## config.mk

```make
export PLATFORM = sky130hd
export DESIGN_NAME = scan_sequencer
export DESIGN_NICKNAME = d
export VERILOG_FILES = /design/src/rtl/scan_sequencer_pkg.sv /design/src/rtl/scan_next_idx.sv /design/src/rtl/scan_sequencer.sv
export SDC_FILE = /design/constraint.sdc
export NUM_CORES = 1
export LEC_CHECK = 0
export BUFFER_PORTS_ARGS = -buffer_cell sky130_fd_sc_hd__buf_2
export CAP_MARGIN = 20
export CORE_MARGIN = 5
export CORE_UTILIZATION = 30
export DETAILED_ROUTE_END_ITERATION = 8
export PLACE_DENSITY = 0.51
export SLEW_MARGIN = 25
export SYNTH_ARGS = -nofsm -noshare
export SYNTH_HDL_FRONTEND = slang
export SYNTH_SLANG_ARGS = --single-unit
```

## constraint.sdc

```tcl
create_clock -name clk -period 2.8 [get_ports clk]
set_input_delay 0.14 -clock clk [delete_from_list [all_inputs] [get_ports clk]]
set_output_delay 0.14 -clock clk [all_outputs]
set_load 0.01 [all_outputs]
```

## src/rtl/scan_sequencer_pkg.sv

```systemverilog
// Shared definitions for the decoder scan sequencer: state encoding and line geometry.
// No logic here, so it adds no latency.
// No flow control here; the helper below only sizes the counters.
package scan_sequencer_pkg;

  // Scan FSM state encoding.
  typedef enum logic [1:0] {
    IDLE   = 2'd0,
    ACTIVE = 2'd1,
    BLANK  = 2'd2
  } state_t;

  localparam int IDX_W = 4;   // decoder index width
  localparam int LINES = 16;  // decoder output count

  // Width of a counter that must hold values 0..n.
  // A zero-length count still gets one bit so no vector is declared with zero width.
  function automatic int cnt_width(input int n);
    return (n < 1) ? 1 : $clog2(n + 1);
  endfunction

endpackage

```

## src/rtl/scan_next_idx.sv

```systemverilog
// Finds the lowest set mask bit strictly above cur, or from bit 0 when from_zero=1.
// Purely combinational, so the result is ready in the same cycle.
// No flow control: the outputs simply follow the inputs.
module scan_next_idx
  import scan_sequencer_pkg::*;
(
  input  logic [LINES-1:0] mask,
  input  logic [IDX_W-1:0] cur,
  input  logic             from_zero,
  output logic [IDX_W-1:0] idx,
  output logic             found
);

  // Search from the top down so that the last hit, which wins, is the lowest eligible bit.
  always_comb begin
    idx   = '0;
    found = 1'b0;
    for (int i = LINES - 1; i >= 0; i--) begin
      if (mask[i] && (from_zero || (i > int'(cur)))) begin
        idx   = IDX_W'(i);
        found = 1'b1;
      end
    end
  end

endmodule

```

## src/rtl/scan_sequencer.sv

```systemverilog
// Steps the decoder index over the masked lines: DWELL cycles with en_n low, then GAP blank cycles.
// en_n goes low in the cycle after start is sampled; all outputs are registered.
// There is no backpressure. start is ignored while busy, and stop aborts the scan in the next cycle.
module scan_sequencer
  import scan_sequencer_pkg::*;
#(
  parameter int DWELL = 4,
  parameter int GAP   = 1
) (
  input  logic             clk,
  input  logic             reset_n,
  input  logic             start,
  input  logic             stop,
  input  logic             cont,
  input  logic [LINES-1:0] mask,
  output logic             en_n,
  output logic [IDX_W-1:0] sel,
  output logic             busy,
  output logic             done
);

  localparam int DW_W = cnt_width(DWELL);
  localparam int GW_W = cnt_width(GAP);
  localparam logic [DW_W-1:0] DWELL_LAST = DW_W'(DWELL - 1);
  localparam logic [GW_W-1:0] GAP_LAST   = GW_W'((GAP > 0) ? GAP - 1 : 0);

  state_t           state;
  logic [DW_W-1:0]  dwell_cnt;
  logic [GW_W-1:0]  gap_cnt;
  logic [LINES-1:0] mask_q;
  logic             cont_q;

  logic [IDX_W-1:0] adv_idx;
  logic             adv_found;
  logic [IDX_W-1:0] fresh_idx;
  logic             fresh_found;
  logic             dwell_end;
  logic             gap_end;
  logic             do_adv;

  // Next line within the current pass, taken from the latched mask.
  scan_next_idx u_adv (
    .mask      (mask_q),
    .cur       (sel),
    .from_zero (1'b0),
    .idx       (adv_idx),
    .found     (adv_found)
  );

  // First line of a fresh pass, taken from the live mask. This is used at start and at wrap.
  scan_next_idx u_fresh (
    .mask      (mask),
    .cur       (sel),
    .from_zero (1'b1),
    .idx       (fresh_idx),
    .found     (fresh_found)
  );

  // Detect the end of a dwell or blank window; stop overrides any advance.
  always_comb begin
    dwell_end = (state == ACTIVE) && (dwell_cnt >= DWELL_LAST);
    gap_end   = (state == BLANK) && (gap_cnt >= GAP_LAST);
    do_adv    = !stop && ((dwell_end && (GAP == 0)) || gap_end);
  end

  // Scan FSM, together with the counters, the mask/cont latches and the registered outputs.
  always_ff @(posedge clk) begin
    if (!reset_n) begin
      state     <= IDLE;
      en_n      <= 1'b1;
      sel       <= '0;
      busy      <= 1'b0;
      done      <= 1'b0;
      dwell_cnt <= '0;
      gap_cnt   <= '0;
      mask_q    <= '0;
      cont_q    <= 1'b0;
    end else begin
      done <= 1'b0;
      if (do_adv) begin
        if (adv_found) begin
          sel       <= adv_idx;
          en_n      <= 1'b0;
          dwell_cnt <= '0;
          state     <= ACTIVE;
        end else if (cont_q && fresh_found) begin
          mask_q    <= mask;
          sel       <= fresh_idx;
          en_n      <= 1'b0;
          dwell_cnt <= '0;
          state     <= ACTIVE;
        end else begin
          if (cont_q) mask_q <= mask;
          state <= IDLE;
          en_n  <= 1'b1;
          busy  <= 1'b0;
          done  <= 1'b1;
        end
      end else begin
        case (state)
          IDLE: begin
            if (start && !stop) begin
              mask_q <= mask;
              cont_q <= cont;
              if (fresh_found) begin
                sel       <= fresh_idx;
                en_n      <= 1'b0;
                busy      <= 1'b1;
                dwell_cnt <= '0;
                state     <= ACTIVE;
              end else begin
                done <= 1'b1;
              end
            end
          end
          ACTIVE: begin
            if (stop) begin
              state <= IDLE;
              en_n  <= 1'b1;
              busy  <= 1'b0;
            end else if (dwell_end) begin
              state   <= BLANK;
              en_n    <= 1'b1;
              gap_cnt <= '0;
            end else begin
              dwell_cnt <= dwell_cnt + 1'b1;
            end
          end
          BLANK: begin
            if (stop) begin
              state <= IDLE;
              en_n  <= 1'b1;
              busy  <= 1'b0;
            end else if (!gap_end) begin
              gap_cnt <= gap_cnt + 1'b1;
            end
          end
          default: begin
            state <= IDLE;
            en_n  <= 1'b1;
            busy  <= 1'b0;
          end
        endcase
      end
    end
  end

endmodule

```

-- After elaboration in Yosys (flattened, before gate mapping)
Cells that the tools add are included.
- bits in registers: 30
- bits in latches: 0
- memory bits (writable): 0
- memory bits (read-only): 0
- output and inout bits: 7
- logic and storage cells: 197
- memories kept: 0
- add/subtract/negate cells: 2
- multiply operators: 0
- divide/modulo/power cells: 0
- $lt $le $gt $ge: 17
- equality and inequality tests: 17
- shift-type cells: 0
- muxes and demuxes: 116
- bitwise operators: 1
- reductions and logical operators: 35
- operators by type and width (kind ; number):
    $mux 4 ; 37
    $mux 16 ; 6
    $mux 1 ; 55
    $gt 4x4->1 const A ; 8
    $mux 3 ; 7
    $logic_and 1x1->1 ; 20
    $gt 3x4->1 const A ; 4
    $ne 3x3->1 const B ; 5
    $mux 2 ; 6
    $ne 2x2->1 const B ; 6
    $reduce_and 4->1 ; 3
    $reduce_and 6->1 ; 2
    $gt 2x4->1 const A ; 2
    $reduce_bool 2->1 ; 4
    $ne 3x2->1 const B ; 2
    $pmux 2 s3 ; 1
    $pmux 3 s2 ; 1
    $reduce_and 5->1 ; 1
    $gt 1x4->1 const A ; 1
    $ne 4x4->1 const B ; 1
    $pmux 1 s2 ; 2
    $add 3x1->3 const B ; 1
    $ge 3x2->1 const B ; 1
    $ne 3x1->1 const B ; 1
    11 further kinds ; 11

-- Longest topological paths before layout
Gate-level depths: netlist of the first run.
- word-level depth: 20
- mapped depth: 10

-- Modules after synthesis
From an unflattened synthesis of the first run, not the netlist that was laid out.
- cells, all modules: 300
- area, all modules: 2424.8 µm²
- by module, submodules not included (module ; instances ; cells an instance ; area each (µm²) ; seq. area each (µm²)):
    scan_sequencer ; 1 ; 136 ; 1388.8 ; 580.6
    scan_next_idx ; 2 ; 82 ; 518.0 ; 0.0

-- Worst setup path before layout of the first run
Ideal clock, no wire load.
- path kind: register to register
- start: register sel[0]
- end: register dwell_cnt[2]
- arrival time: 1.826 ns
- setup slack: 0.890 ns
- stages on the path, launching flop included: 9
- buffers on the path: 2
- period minus slack after synthesis: 1.910 ns
- cells stage by stage: dfxtp_1 buf_4 nand2b_1 a41o_2 nand4b_4 a2111o_1 and3_1 buf_6 o31ai_2
- word-level cells in the longest chain between the ends: 19
- elaborated cells on any way between the ends: 49
- those cells by class: order compare: 15; eq/ne: 1; mux: 17; reduce/logical: 16
- RTL lines (what ; line ; text):
    start: declaration ; scan_sequencer.sv:17 ; output logic [IDX_W-1:0] sel,
    start signal: assignment ; scan_sequencer.sv:82 ; sel <= adv_idx;
    start signal: assignment ; scan_sequencer.sv:88 ; sel <= fresh_idx;
    start signal: assignment ; scan_sequencer.sv:106 ; sel <= fresh_idx;
    $gt 4x4->1 ; -- ;
    $logic_and 1x1->1 ; scan_next_idx.sv:19 ; if (mask[i] && (from_zero || (i > int'(cur)))) begin
    $mux 1 (14 in a row) ; scan_next_idx.sv:19 ;
    $mux 1 * ; scan_next_idx.sv:19 ;
    $ne 3x2->1 (no source line) or $mux 3 (tied branches) ; -- ;
    $reduce_and 6->1 (no source line) or $mux 3 (tied branches) ; -- ;
    end signal: assignment ; scan_sequencer.sv:126 ; dwell_cnt <= dwell_cnt + 1'b1;
    end: declaration ; scan_sequencer.sv:28 ; logic [DW_W-1:0] dwell_cnt;
Every way passes the cells marked *; elsewhere a longest branch is shown, timed or not.
A chain may end at the register's enable or synchronous reset.

-- Worst setup path in the final report of the first run
- start: register sel[2]
- end: register dwell_cnt[2]
The elaborated chain is that of the path after synthesis.

==> results.txt, run 1 <==
The clock net in this run drives a total of 28 sinks. Setup violations remaining at the end of the flow were counted as 0. Clock skew on the completed layout was measured at 0.00251 ns.

The last weighted congestion value of the routability-driven placer came out at 0.841. The final layout net count came out at 307. Final hold analysis gives a worst-case slack of 0.0988 ns. The number of pins with negative max-slew slack in the final report came to 0.

The mux contribution to synthesized area is 2.13%. The number of setup buffers added after CTS came out at 0. The count of routing violations after the opening detailed-route iteration is 162. The number of vias after detailed routing came out at 1919. The area growth from synthesis to layout is 10.7%. The number of cells on the worst reg-to-reg path came out at 7. The final number of hold-violating endpoints is 0. Entering global routing, the biggest net connects 25 pins. The peak ir drop on the vdd network came out at 0.408 mV.

The arrival time at the worst endpoint is 2.42 ns. The average routed wire per standard cell is 14.6 µm. The layout cell share with drive strength beyond 1 is 16.5%. The worst setup path is of the reg -> reg kind. The repair_antennas step left the layout with diodes totalling 0. The quantity of I/O buffers inserted on ports is 27. Across the run, the number of max-cap violations was 0. Setup repair after global routing left no endpoint under its margin. The global-route usage over all layers came out at 12.9%. The count of antenna-violating nets left after detailed routing came out at 0. The worst setup path is launched from a flop. Sequential cells were found to cover 28.9% of the synthesized design area.

The adder-cell share of the synthesized area came out at 3.22%. The total grt overflow is 0. The length of the first detailed-routing pass in iterations came out at 4. The number of placement rows is 29.

The slowest stage of the critical path belongs to the cell sky130_fd_sc_hd__dfxtp_1. The critical path goes through nor2_1 -> nand3_1 -> nand4bb_1 -> a2111o_1 -> and3_1 -> nand2_1 -> o31ai_2. The half-perimeter wire length after detailed placement is 3960 µm. The summed negative setup slack over all endpoints is 0 ns.

The path with the worst hold slack has its endpoint at cont_q. The vertical die dimension is 90.4 µm. The startpoint identified for the worst hold timing path is cont. The cell count after synthesis is 261. The count of filler cells inserted in the layout is 735. The delay of the slowest critical-path stage came out at 0.72 ns. Counting I/O delays and the setup requirement, the final critical path takes 2.27 ns. The count of state elements after synthesis came out at 28. The DRC violation count after routing is 0.

The core outline area came out at 0.00631 mm². The wire length of the first global-routing pass came out at 8760 µm. In this run the critical register-to-register path is launched from sel[2]. In this run the worst hold path is classified as in -> reg. During synthesis, Yosys emitted a total of 0 warnings. The transition time of the tightest slew-check pin came out at 0.783 ns. The power per cell area came out at 752 mW/mm². The I/O pin count came out at 28. The initial core utilization came out at 30.7%. The number of distinct library cell variants in the gate-level netlist after synthesis is 55. Once layout is complete, the cells apart from fillers number 356.

The clock transition time at the flip-flop clock pins of the worst setup and hold paths is 0.09 ns. In the synthesized netlist the async set-or-reset flop fraction comes to 0%. The dominant combinational cell family by area after synthesis is compound AO/OA/AOI/OAI gates. The end of the worst register-to-register path is dwell_cnt[2]. The worst-case clock buffer depth is 2. The number of nets handed over by synthesis was 287. The post-route clock period utilization is 81.2%. The cell depth of the worst min-delay path is 3. The die width is 90.4 µm. The required time of the critical path is 2.95 ns.

The number of antenna violations at the first check in global routing is 0. For this run, the leading register cell type out of synthesis is sky130_fd_sc_hd__dfxtp_1. The number of flops mapped to enable cells by yosys is 0.

At the later pin of the worst-skew pair, clock insertion delay measures 0.28 ns. The via count of the first global-routing pass came out at 1754. The run finished with clean final reports. Summed over all layers, the routed wires come to 5180 µm. STA classifies the critical path endpoint as a flop. The buffer cell driving the clock tree root is sky130_fd_sc_hd__clkbuf_8. The share of the synthesized netlist area taken by xor and xnor gates is 0%. TritonCTS built the clock tree. In the routed layout, each cell is associated on average with a via count of 5.39.

Each instance of the synthesized netlist takes up on average 7.44 µm². The multi-input combinational cells in the finished layout cover a total of 0.00124 mm². The largest fanout on the critical path is 19. The count of hold-fix buffers inserted at cts is 0.

The area taken by flip-flops and latches came out at 561 µm². Measured against its own limit, the worst slew margin works out to 47.7%. The leakage component of the power came out at 0.820 nW. The synthesized cell area is 0.00194 mm². The TritonCTS buffer count came out at 3. The compound-cell area share of the yosys netlist came out at 31.1%.

The die footprint came out at 0.00818 mm². The worst setup slack for register-to-register paths is 0.53 ns. The count of cells resized by post-cts repair is 0. The cell count after placement came out at 353.

For this run, the top clock speed supported by timing is 440 MHz. In this run the number of H-tree levels came out at 1. The area fraction in and, or, nand and nor cells after synthesis came out at 27.3%.
## cell families (layout without fill, tap and decap cells)
kind of cell,count (synthesis),count (layout)
AO/OA/AOI/OAI,93,93
adder cells (fa/ha/maj),5,5
buffers and inverters,30,48
flip-flops,28,28
multiplexers,4,4
AND/OR/NAND/NOR,101,101
## worst max path at each step
stage	startpoint	end	slack (ns)	cells past startpoint
after floorplan	sel[0]	dwell_cnt[2]	0.89	8
after global placement	sel[2]	mask_q[14]	0.47	7
after detailed placement	sel[2]	mask_q[6]	0.54	7
after CTS	sel[2]	mask_q[6]	0.51	7
after global routing	sel[2]	mask_q[1]	0.26	7
final	sel[2]	dwell_cnt[2]	0.53	7
## flip-flops by register name, indices dropped and copies added (netlist names)
register / flops
mask_q: 15
sel: 4
dwell_cnt: 3
state: 2
busy: 1
cont_q: 1
done: 1
en_n: 1
## report_power, final
| part | switching [mW] | leakage, nW | internal [mW] | total (mW) |
|---|---|---|---|---|
| Clock | 0.126 | 0.0216 | 0.0968 | 0.223 |
| Sequential | 0.115 | 0.228 | 0.476 | 0.591 |
| Combinational | 0.463 | 0.570 | 0.338 | 0.801 |
| Total | 0.704 | 0.820 | 0.911 | 1.62 |
## per-stage QoR
step	utilization (%)	power, mW	setup WS, ns	cell area (µm²)
floorplan	-	1.23	0.890	1940
global placement	33.4	1.41	0.469	2110
detailed placement	33.4	1.40	0.539	2110
CTS	34.0	1.62	0.512	2150
global route	34.0	1.77	0.260	2150
finish	34.0	1.62	0.527	2150
## synthesized netlist by cell type (2+ instances only)
master | n | area share (%)
sky130_fd_sc_hd__a21o_1 | 2 | 0.77
sky130_fd_sc_hd__o21ai_0 | 13 | 3.4
sky130_fd_sc_hd__buf_4 | 3 | 1.2
sky130_fd_sc_hd__a21oi_1 | 34 | 8.8
sky130_fd_sc_hd__nand3b_1 | 2 | 0.77
sky130_fd_sc_hd__or2_2 | 2 | 0.64
sky130_fd_sc_hd__mux2i_1 | 3 | 1.5
sky130_fd_sc_hd__dfxtp_1 | 28 | 29
sky130_fd_sc_hd__clkbuf_1 | 5 | 0.97
sky130_fd_sc_hd__nor4_4 | 2 | 2.2
sky130_fd_sc_hd__nand3_1 | 20 | 5.2
sky130_fd_sc_hd__o211ai_1 | 2 | 0.77
sky130_fd_sc_hd__o21ai_1 | 5 | 1.3
sky130_fd_sc_hd__nand2_1 | 40 | 7.7
sky130_fd_sc_hd__o2bb2ai_1 | 2 | 0.90
sky130_fd_sc_hd__a41oi_1 | 2 | 0.90
sky130_fd_sc_hd__a221o_1 | 2 | 1.0
sky130_fd_sc_hd__buf_6 | 2 | 1.2
sky130_fd_sc_hd__inv_1 | 15 | 2.9
sky130_fd_sc_hd__nand2b_1 | 5 | 1.6
sky130_fd_sc_hd__o31ai_1 | 4 | 1.5
sky130_fd_sc_hd__nor4_1 | 2 | 0.64
sky130_fd_sc_hd__buf_2 | 4 | 1.0
sky130_fd_sc_hd__a211oi_1 | 4 | 1.5
sky130_fd_sc_hd__nor2b_1 | 3 | 0.97
sky130_fd_sc_hd__ha_1 | 5 | 3.2
sky130_fd_sc_hd__o21bai_1 | 2 | 0.77
sky130_fd_sc_hd__a21oi_2 | 2 | 0.90
sky130_fd_sc_hd__nor2_1 | 18 | 3.5
sky130_fd_sc_hd__a31oi_1 | 3 | 0.97
## critical path, delay by kind of cell, from the launching register on
kind,cells,cell delay [ns]
AND/OR/NAND/NOR,5,0.92
flip-flops,1,0.72
AO/OA/AOI/OAI,2,0.50
## placed cells by master (no fill, tap or decap), types with 2 or more instances in the layout
master / synthesis / routed
sky130_fd_sc_hd__a41oi_1: 2 / 2
sky130_fd_sc_hd__nor4_4: 2 / 2
sky130_fd_sc_hd__inv_1: 15 / 15
sky130_fd_sc_hd__mux2i_1: 3 / 3
sky130_fd_sc_hd__clkbuf_8: 0 / 3
sky130_fd_sc_hd__buf_2: 4 / 27
sky130_fd_sc_hd__a21o_1: 2 / 2
sky130_fd_sc_hd__nand3b_1: 2 / 2
sky130_fd_sc_hd__a21oi_2: 2 / 2
sky130_fd_sc_hd__a211oi_1: 4 / 4
sky130_fd_sc_hd__o21bai_1: 2 / 2
sky130_fd_sc_hd__a31oi_1: 3 / 3
sky130_fd_sc_hd__dfxtp_1: 28 / 28
sky130_fd_sc_hd__o2bb2ai_1: 2 / 2
sky130_fd_sc_hd__nor4_1: 2 / 2
sky130_fd_sc_hd__nand3_1: 20 / 20
sky130_fd_sc_hd__nand2_1: 40 / 40
sky130_fd_sc_hd__a221o_1: 2 / 2
sky130_fd_sc_hd__or2_2: 2 / 2
sky130_fd_sc_hd__nor2_1: 18 / 18
sky130_fd_sc_hd__buf_4: 3 / 3
sky130_fd_sc_hd__o21ai_0: 13 / 13
sky130_fd_sc_hd__a21oi_1: 34 / 34
sky130_fd_sc_hd__nor2b_1: 3 / 3
sky130_fd_sc_hd__nand2b_1: 5 / 5
sky130_fd_sc_hd__o211ai_1: 2 / 2
sky130_fd_sc_hd__o31ai_1: 4 / 4
sky130_fd_sc_hd__o21ai_1: 5 / 5
sky130_fd_sc_hd__ha_1: 5 / 5
## per-layer routing
metal | share of wire (%) | wire [µm] | up-vias | global-route usage (%)
met5 | 0 | 0 | - | 0
met4 | 2.1 | 109 | 0 | 5.33
met3 | 5.6 | 292 | 7 | 1.42
met2 | 43 | 2250 | 44 | 19.1
met1 | 49 | 2530 | 886 | 18.8
li1 | - | - | 982 | -
## area by class of cell
type                    instances  share of cell area [%]
multi-input cells             203                    57.5
flip-flops and latches         28                    26.1
repair buffers                 30                    7.34
well taps                      77                    4.48
inverters                      15                    2.62
clock buffers                   3                    1.92
No activity file was read; power rests on OpenSTA's default activity.
==> inputs of run 2 (changes only) <==
==> constraint.sdc (replaced) <==
create_clock -name clk -period 2.3 [get_ports clk]
set_input_delay 0.115 -clock clk [delete_from_list [all_inputs] [get_ports clk]]
set_output_delay 0.115 -clock clk [all_outputs]
set_load 0.01 [all_outputs]
==> run 2 against run 1 <==
Compared with the run above:
- die area unchanged
- register-to-register slack worse by 0.35 ns
- critical path depth unchanged
- hold slack worse by 0.040 ns
- via count up 3.0%
- clock power up 76%
- clock-buffer cell count unchanged
- clock skew up 0.0092 ns
==> results.txt, run 2 (synthesized netlist as in run 1, its figures left out) <==
The run finished with clean final reports. The vertical die dimension is 90.4 µm. The core region is 0.00631 mm². The number of pins with negative max-slew slack in the final report came out at 0. The number of placement rows came out at 29. Total power for the finished layout comes to 2.14 mW.

The average vias per placed instance is 5.43. The number of antenna violations at the first check in global routing came to 0. The area of the multi-input gates is 0.00124 mm².

No sink is reached through more buffers than the 2 on the longest clock path. The CTS tree is yes. The min-delay analysis places its worst path in the category in -> reg. The relative slew slack came out at 48.4%.

The count of routing violations after the opening detailed-route iteration is 98. The required time of the critical path came out at 2.46 ns. The die width is 90.4 µm. The final layout net count came out at 314. The leakage component of the power came out at 0.872 nW.

The tree is rooted in a sky130_fd_sc_hd__clkbuf_8. The library cell used most frequently in the layout, excluding fill and tap cells, is sky130_fd_sc_hd__nand2_1. The die footprint is 0.00818 mm². The final critical-path required period is 2.12 ns. The TritonCTS buffer count came out at 3. The clock transition time at the flip-flop clock pins of the worst setup and hold paths is 0.11 ns. The register with the most flip-flops in the layout has 15 of them. The final number of hold-violating endpoints came to 0. The quantity of I/O buffers inserted on ports came out at 27. The number of H-tree branching levels came out at 1. The top register by number of flip-flops is mask_q. Of the available clock period, the critical path in the final layout requires 92.2%. The largest net degree at the start of global routing came out at 25. The number of vias after detailed routing came out at 1976. The largest fanout on the critical path is 12.

The DRC violation count after routing came out at 0. The total grt overflow is 0. After routing, the total negative slack on setup checks comes to 0 ns. The worst setup path is launched from a flop.

The initial core utilization came out at 30.7%. The via count of the first global-routing pass is 1849. The arrival time at the worst endpoint came out at 2.28 ns. Buffers inserted to repair hold after CTS numbered 0. The achievable frequency is 472 MHz.

The count of filler cells inserted in the layout is 717. The clock insertion delay at the later pin of the skew report is 0.28 ns. The wire length of the first global-routing pass came out at 9020 µm. The number of antenna cells inserted came out at 0.

The length of the first detailed-routing pass in iterations is 4. The pre-CTS worst setup slack came out at 0.118 ns. In the layout the commonest cells are 40 x sky130_fd_sc_hd__nand2_1, 34 x sky130_fd_sc_hd__a21oi_1, 27 x sky130_fd_sc_hd__buf_2, 26 x sky130_fd_sc_hd__dfxtp_1, 20 x sky130_fd_sc_hd__nand3_1. Setup repair after global routing left no endpoint under its margin.

The final setup violation count is 0. The worst-case IR drop observed on VDD is 0.419 mV. The transition time of the tightest slew-check pin is 0.774 ns.

The global-route usage over all layers came out at 12.9%. The sequential cells in the finished layout cover a total of 563 µm². The worst setup path is of the reg -> reg kind. The final non-filler cell area is 0.00224 mm².

The max-cap check violation count is 0. Between clock sinks in the finished design, the worst skew comes to 0.0117 ns. The I/O pin count is 28. Once detailed placement completed, the half-perimeter wirelength came to 4200 µm.

Of the cells placed in the final design, the portion with a size suffix greater than 1 is 19.9%. From synthesis to final layout, the design area changed by 15.3%. The count of antenna-violating nets left after detailed routing is 0. Counting every sink on the clock net gives 28.

The least setup slack across all paths after layout came out at 0.180 ns. The worst setup path is captured at a flop. The average routed wire per standard cell came out at 14.5 µm. The total placed instance area is 0.00216 mm². The last weighted congestion value of the routability-driven placer is 0.890. The largest registers in the layout are mask_q (15), sel (4), dwell_cnt (3).

The power per cell area is 956 mW/mm². For this block, the routed nets add up to 5290 µm of wire.
## run 2: cell types whose count changed in the layout (fill, tap and decap cells not counted)
cell	before	now
sky130_fd_sc_hd__dfxtp_1	28	26
sky130_fd_sc_hd__a211oi_1	4	3
sky130_fd_sc_hd__buf_4	3	10
sky130_fd_sc_hd__a211oi_2	0	1
sky130_fd_sc_hd__dfxtp_2	0	2
sky130_fd_sc_hd__bufinv_16	0	1
## run 2: what timing repair did
action	4_1_cts	5_1_grt
gates resized for setup	0	3
setup buffers	0	0
endpoints found under the setup margin	0	8
## run 2: final cells by class
type / count / share of cell area, %
clock buffers: 3 / 1.84
clock inverters: 1 / 1.34
inverters: 15 / 2.52
multi-input cells: 203 / 55.4
flip-flops and latches: 28 / 25.2
well taps: 77 / 4.30
repair buffers: 37 / 9.39
## run 2: path summary, 6_finish.rpt
| path | from | end | slack, ns | cells after the start |
|---|---|---|---|---|
| max | sel[0] | dwell_cnt[2] | 0.18 | 7 |
| min reg2reg | mask_q[4] | mask_q[4] | 0.47 | 2 |
| max reg2reg | sel[0] | dwell_cnt[2] | 0.18 | 7 |
| min | cont | cont_q | 0.06 | 3 |
## run 2: stage by stage
stage	instances	utilization, %	hold slack [ns]
after floorplan	261	-	0.177
after CTS	364	35.3	0.0585
final	364	35.5	0.0585
after global placement	360	34.2	0.351
after global routing	364	35.5	0.0838
after detailed placement	360	34.2	0.355
## run 2: where the power goes
group | leakage (nW) | total, mW | switching, mW | internal, mW
Sequential | 0.229 | 0.705 | 0.123 | 0.582
Clock | 0.0357 | 0.392 | 0.159 | 0.233
Combinational | 0.607 | 1.04 | 0.594 | 0.448
Total | 0.872 | 2.14 | 0.876 | 1.26
## run 2: critical path, cell delays in order (launching register included)
cell,delay (ns)
sky130_fd_sc_hd__dfxtp_1,0.60
sky130_fd_sc_hd__nor2b_1,0.11
sky130_fd_sc_hd__o21ai_1,0.26
sky130_fd_sc_hd__nand4bb_1,0.20
sky130_fd_sc_hd__a2111o_1,0.44
sky130_fd_sc_hd__and3_1,0.24
sky130_fd_sc_hd__nand2_1,0.10
sky130_fd_sc_hd__o31ai_2,0.06
## run 2: metal layers
metal / vias to the layer above / share of wire, % / GRT usage, %
li1: 995 / - / -
met1: 937 / 50 / 18.4
met2: 40 / 46 / 20.7
met3: 4 / 3.3 / 1.33
met4: 0 / 0.91 / 2.98
met5: - / 0 / 0
==> inputs of run 3 (changes only) <==
--- a/config.mk
+++ b/config.mk
@@ -14,4 +14,5 @@
 export SLEW_MARGIN = 25
 export SYNTH_ARGS = -nofsm -noshare
 export SYNTH_HDL_FRONTEND = slang
+export SYNTH_HIERARCHICAL = 1
 export SYNTH_SLANG_ARGS = --single-unit
==> run 3 against run 2 <==
Compared with the run above:
- fmax decreased by 3.0%
- die area up 22%
- core utilization increased by 4.9 points
- first-iteration DRC count is 12% lower
- largest cell class unchanged
- largest power group unchanged
- area after synthesis rose by 25%
- final cell count up 30%
- clock skew down 0.0073 ns
==> results.txt, run 3 <==
The final critical-path required period came out at 2.19 ns. By count the netlist is led by 29 x sky130_fd_sc_hd__dfxtp_1, 26 x sky130_fd_sc_hd__nand2_1, 24 x sky130_fd_sc_hd__mux2i_1, 24 x sky130_fd_sc_hd__nor2b_1, 20 x sky130_fd_sc_hd__nor2_1. TritonCTS built the clock tree. mask_q holds more flip-flops than any other register. The post-route clock period utilization came out at 95.0%. Global routing consumed, on the met3 layer, 1.67% of the routing resources.

The via count of the first global-routing pass came out at 2243. The quantity of I/O buffers inserted on ports is 27. The average routed wire per standard cell is 14.7 µm.

The final number of hold-violating endpoints is 0. The vertical die dimension came out at 99.9 µm. Setup violations remaining at the end of the flow were counted as 0.

The number of placement rows came out at 32. The number of antenna violations at the first check in global routing is 0. The synthesized cell area came out at 0.00242 mm². The number of antenna cells inserted came out at 0. The first element of the critical path is sel[2]. The initial utilization of the core area, before any placement, comes to 31.1%. The clock passes through at most 2 buffers. The final layout net count came out at 395. Entering global routing, the biggest net connects 33 pins. The clock net sink count came out at 29. After detailed routing, the number of remaining DRC violations is 0. The end point of the most critical hold path is cont_q.

The number of vias after detailed routing is 2435. The worst setup path is launched from a flop. The delay of the slowest critical-path stage came out at 0.39 ns. The portion of synthesized cell area occupied by the leading cell type is 23.9%. Across the VDD grid, the largest voltage drop is 0.254 mV.

After global routing, the most crowded layer is met2. The arrival time at the worst endpoint came out at 2.36 ns. The cell count after placement came out at 456. The startpoint identified for the worst register-to-register timing path is sel[2]. The cell count after synthesis came out at 300. The leakage component of the power is 1.41 nW. The primary flip-flop cell chosen by synthesis mapping is sky130_fd_sc_hd__dfxtp_1. 28 I/O pins were placed. In the post-synthesis netlist, the biggest area contributors are sky130_fd_sc_hd__dfxtp_1 24%, sky130_fd_sc_hd__mux2i_1 9.9%, sky130_fd_sc_hd__nor2b_1 6.2%. The wire length of the first global-routing pass came out at 11100 µm. The length of the first detailed-routing pass in iterations is 4. The worst register-to-register path ends at mask_q[6]. The HPWL after detailed placement is 5270 µm. The sum of routed wire length over all layers is 6940 µm. The number of pins with negative max-slew slack in the final report is 0. The fraction of the yosys area taken by sequential cells is 23.9%.

The number of H-tree branching levels came out at 2. At the end of routability-driven placement, the weighted congestion stood at 0.879. The synthesized area divided by synthesized cell count came out at 8.08 µm². The register with the most flip-flops in the layout has 16 of them. The number of warnings reported in the yosys synthesis log is 6. The transition time of the tightest slew-check pin came out at 0.502 ns. The required time of the critical path came out at 2.47 ns.

The layout cell share with drive strength beyond 1 came out at 27.6%. The die footprint is 0.00998 mm². Counting instances, the worst hold path has a depth of 3. The slowest stage of the critical path is the sky130_fd_sc_hd__and4bb_2 cell.

Hold repair after CTS inserted 0 buffers. The path type of the worst setup path is reg -> reg. Clock tree synthesis inserted a total of 5 buffers. The die width is 99.9 µm. Traced cell by cell, the critical path runs through buf_12 -> nor3_2 -> o21ai_1 -> nand4_1 -> and4bb_2 -> nand2_4 -> nor3b_4 -> a21oi_4 -> clkbuf_16 -> mux2i_1 -> nor2b_1. The count of state elements after synthesis came out at 29. In the global route stage, met1 resource usage came out at 18.6%. The post-synthesis async set-or-reset flop share is 0%. The count of routing violations after the opening detailed-route iteration is 86. The total grt overflow came out at 0.

Counting flops with a built-in enable in the synthesized netlist gives 0. Counting cells, the worst reg-to-reg path comes to 11. The run finished with clean final reports. The largest registers in the layout are mask_q (16), sel (4), dwell_cnt (3). The commonest non-fill, non-tap cell in the layout is sky130_fd_sc_hd__buf_4.

The worst setup path is captured at a flop. In this run the most critical hold path is launched from cont. The tightest min-delay check is of the in -> reg type.

The worst-case clock skew is 0.00443 ns. The post-route total power is 1.62 mW. The clock transition time at the flip-flop clock pins of the worst setup and hold paths is 0.07 ns.

The power per cell area came out at 513 mW/mm². For the worst-skew pair, the clock arrives at the later sink with an insertion delay of 0.28 ns. For flop-to-flop paths, the worst setup slack is 0.11 ns. The buffer cell driving the clock tree root is sky130_fd_sc_hd__clkbuf_8. Among all cell types in the netlist, the one instantiated most often is sky130_fd_sc_hd__dfxtp_1. Based on the critical path, the design can be clocked at up to 458 MHz. The largest fanout on the critical path came out at 8.

The core outline area came out at 0.00781 mm². The max-cap check violation count came out at 0. The area overhead of the layout relative to synthesis came out at 30.0%.

The global-route usage over all layers came out at 13.6%. sky130_fd_sc_hd__dfxtp_1 takes more of the synthesized area than any other cell. The global-route track usage on met2 came out at 22.3%.

Dividing the detail-routed via count by the number of cells gives 5.16. The number of different library cells used by synthesis comes to 53. The relative slew slack is 66.5%. Leaving out fill and tap cells, the most frequent cells in the layout are 34 x sky130_fd_sc_hd__buf_4, 27 x sky130_fd_sc_hd__buf_2, 25 x sky130_fd_sc_hd__nand2_1, 25 x sky130_fd_sc_hd__dfxtp_1. The post-route non-filler standard cell count came out at 472. The count of antenna-violating nets left after detailed routing is 0.
==> run 3: cell count changes in the layout (fill, tap and decap cells not counted), sizes merged, moves of 14 or more <==
cell / delta
o21ai: +14
nand3: -18
nand2: -14
nor2b: +21
buf: +27
mux2i: +21
conb: +16
a21oi: -20
==> run 3: cell families (layout without fill, tap and decap cells) <==
group                      after synthesis  after routing  synth area share (%)
and+or+nand+nor                        124            124                  31.0
other                                    2             16                 0.310
buffers and inverters                   24             80                  5.98
DFF                                     29             29                  23.9
adders and majority gates                5              5                  2.58
AOI/OAI and AO/OA                       90             90                  25.3
muxes                                   26             26                  10.8
==> run 3: worst max path at each step <==
stage               slack [ns]  cells after the start            to
global placement         -0.03                      9        sel[2]
global route             -0.02                     11    mask_q[10]
floorplan                 0.02                     11     mask_q[0]
finish                    0.11                     11     mask_q[6]
detailed placement       -0.05                      9        sel[1]
CTS                     -0.002                     10  dwell_cnt[2]
==> run 3: metal layers <==
layer,share of wire (%),routed length [µm]
met1,49,3420
met5,0,0
met3,2.7,187
met2,47,3250
met4,1.3,88
==> run 3: repair_timing <==
action	4_1_cts	5_1_grt
pin swaps	0	11
setup endpoints to repair	24	26
resized for setup	3	20
setup buffers	0	6
cloned	0	2
==> run 3: through the flow <==
| step | hold slack, ns | setup WS [ns] | setup TNS [ns] | cell area (µm²) | util (%) |
|---|---|---|---|---|---|
| finish | 0.107 | 0.115 | 0 | 3150 | 40.4 |
| global route | 0.129 | -0.0186 | -0.0670 | 3150 | 40.4 |
| global placement | 0.383 | -0.0316 | -0.102 | 2880 | 36.8 |
| detailed placement | 0.402 | -0.0485 | -0.239 | 2880 | 36.8 |
| floorplan | 0.274 | 0.0229 | 0 | 2480 | - |
| CTS | 0.107 | -0.00195 | -0.00195 | 2990 | 38.2 |
==> run 3: report_power, final <==
part | internal, mW | switching, mW | leakage, nW | total (mW)
clock network | 0.270 | 0.202 | 0.0542 | 0.472
logic | 0.281 | 0.294 | 1.12 | 0.575
registers | 0.535 | 0.0361 | 0.239 | 0.571
==> run 3: critical path: cells and delay by family, from the launching register on <==
family / cells / cell delay, ns
flip-flops: 1 / 0.36
buffers and inverters: 2 / 0.31
AND/OR/NAND/NOR: 6 / 0.99
AO/OA/AOI/OAI: 2 / 0.28
multiplexers: 1 / 0.15
==> run 3: area by class of cell <==
class	instances	area, µm²
clock buffer	7	96.3
clock inverter	1	5.00
sequential	29	593
fill	799	4660
tap	102	128
timing repair buffer	66	492
inverter	6	22.5
multi-input combinational	261	1820
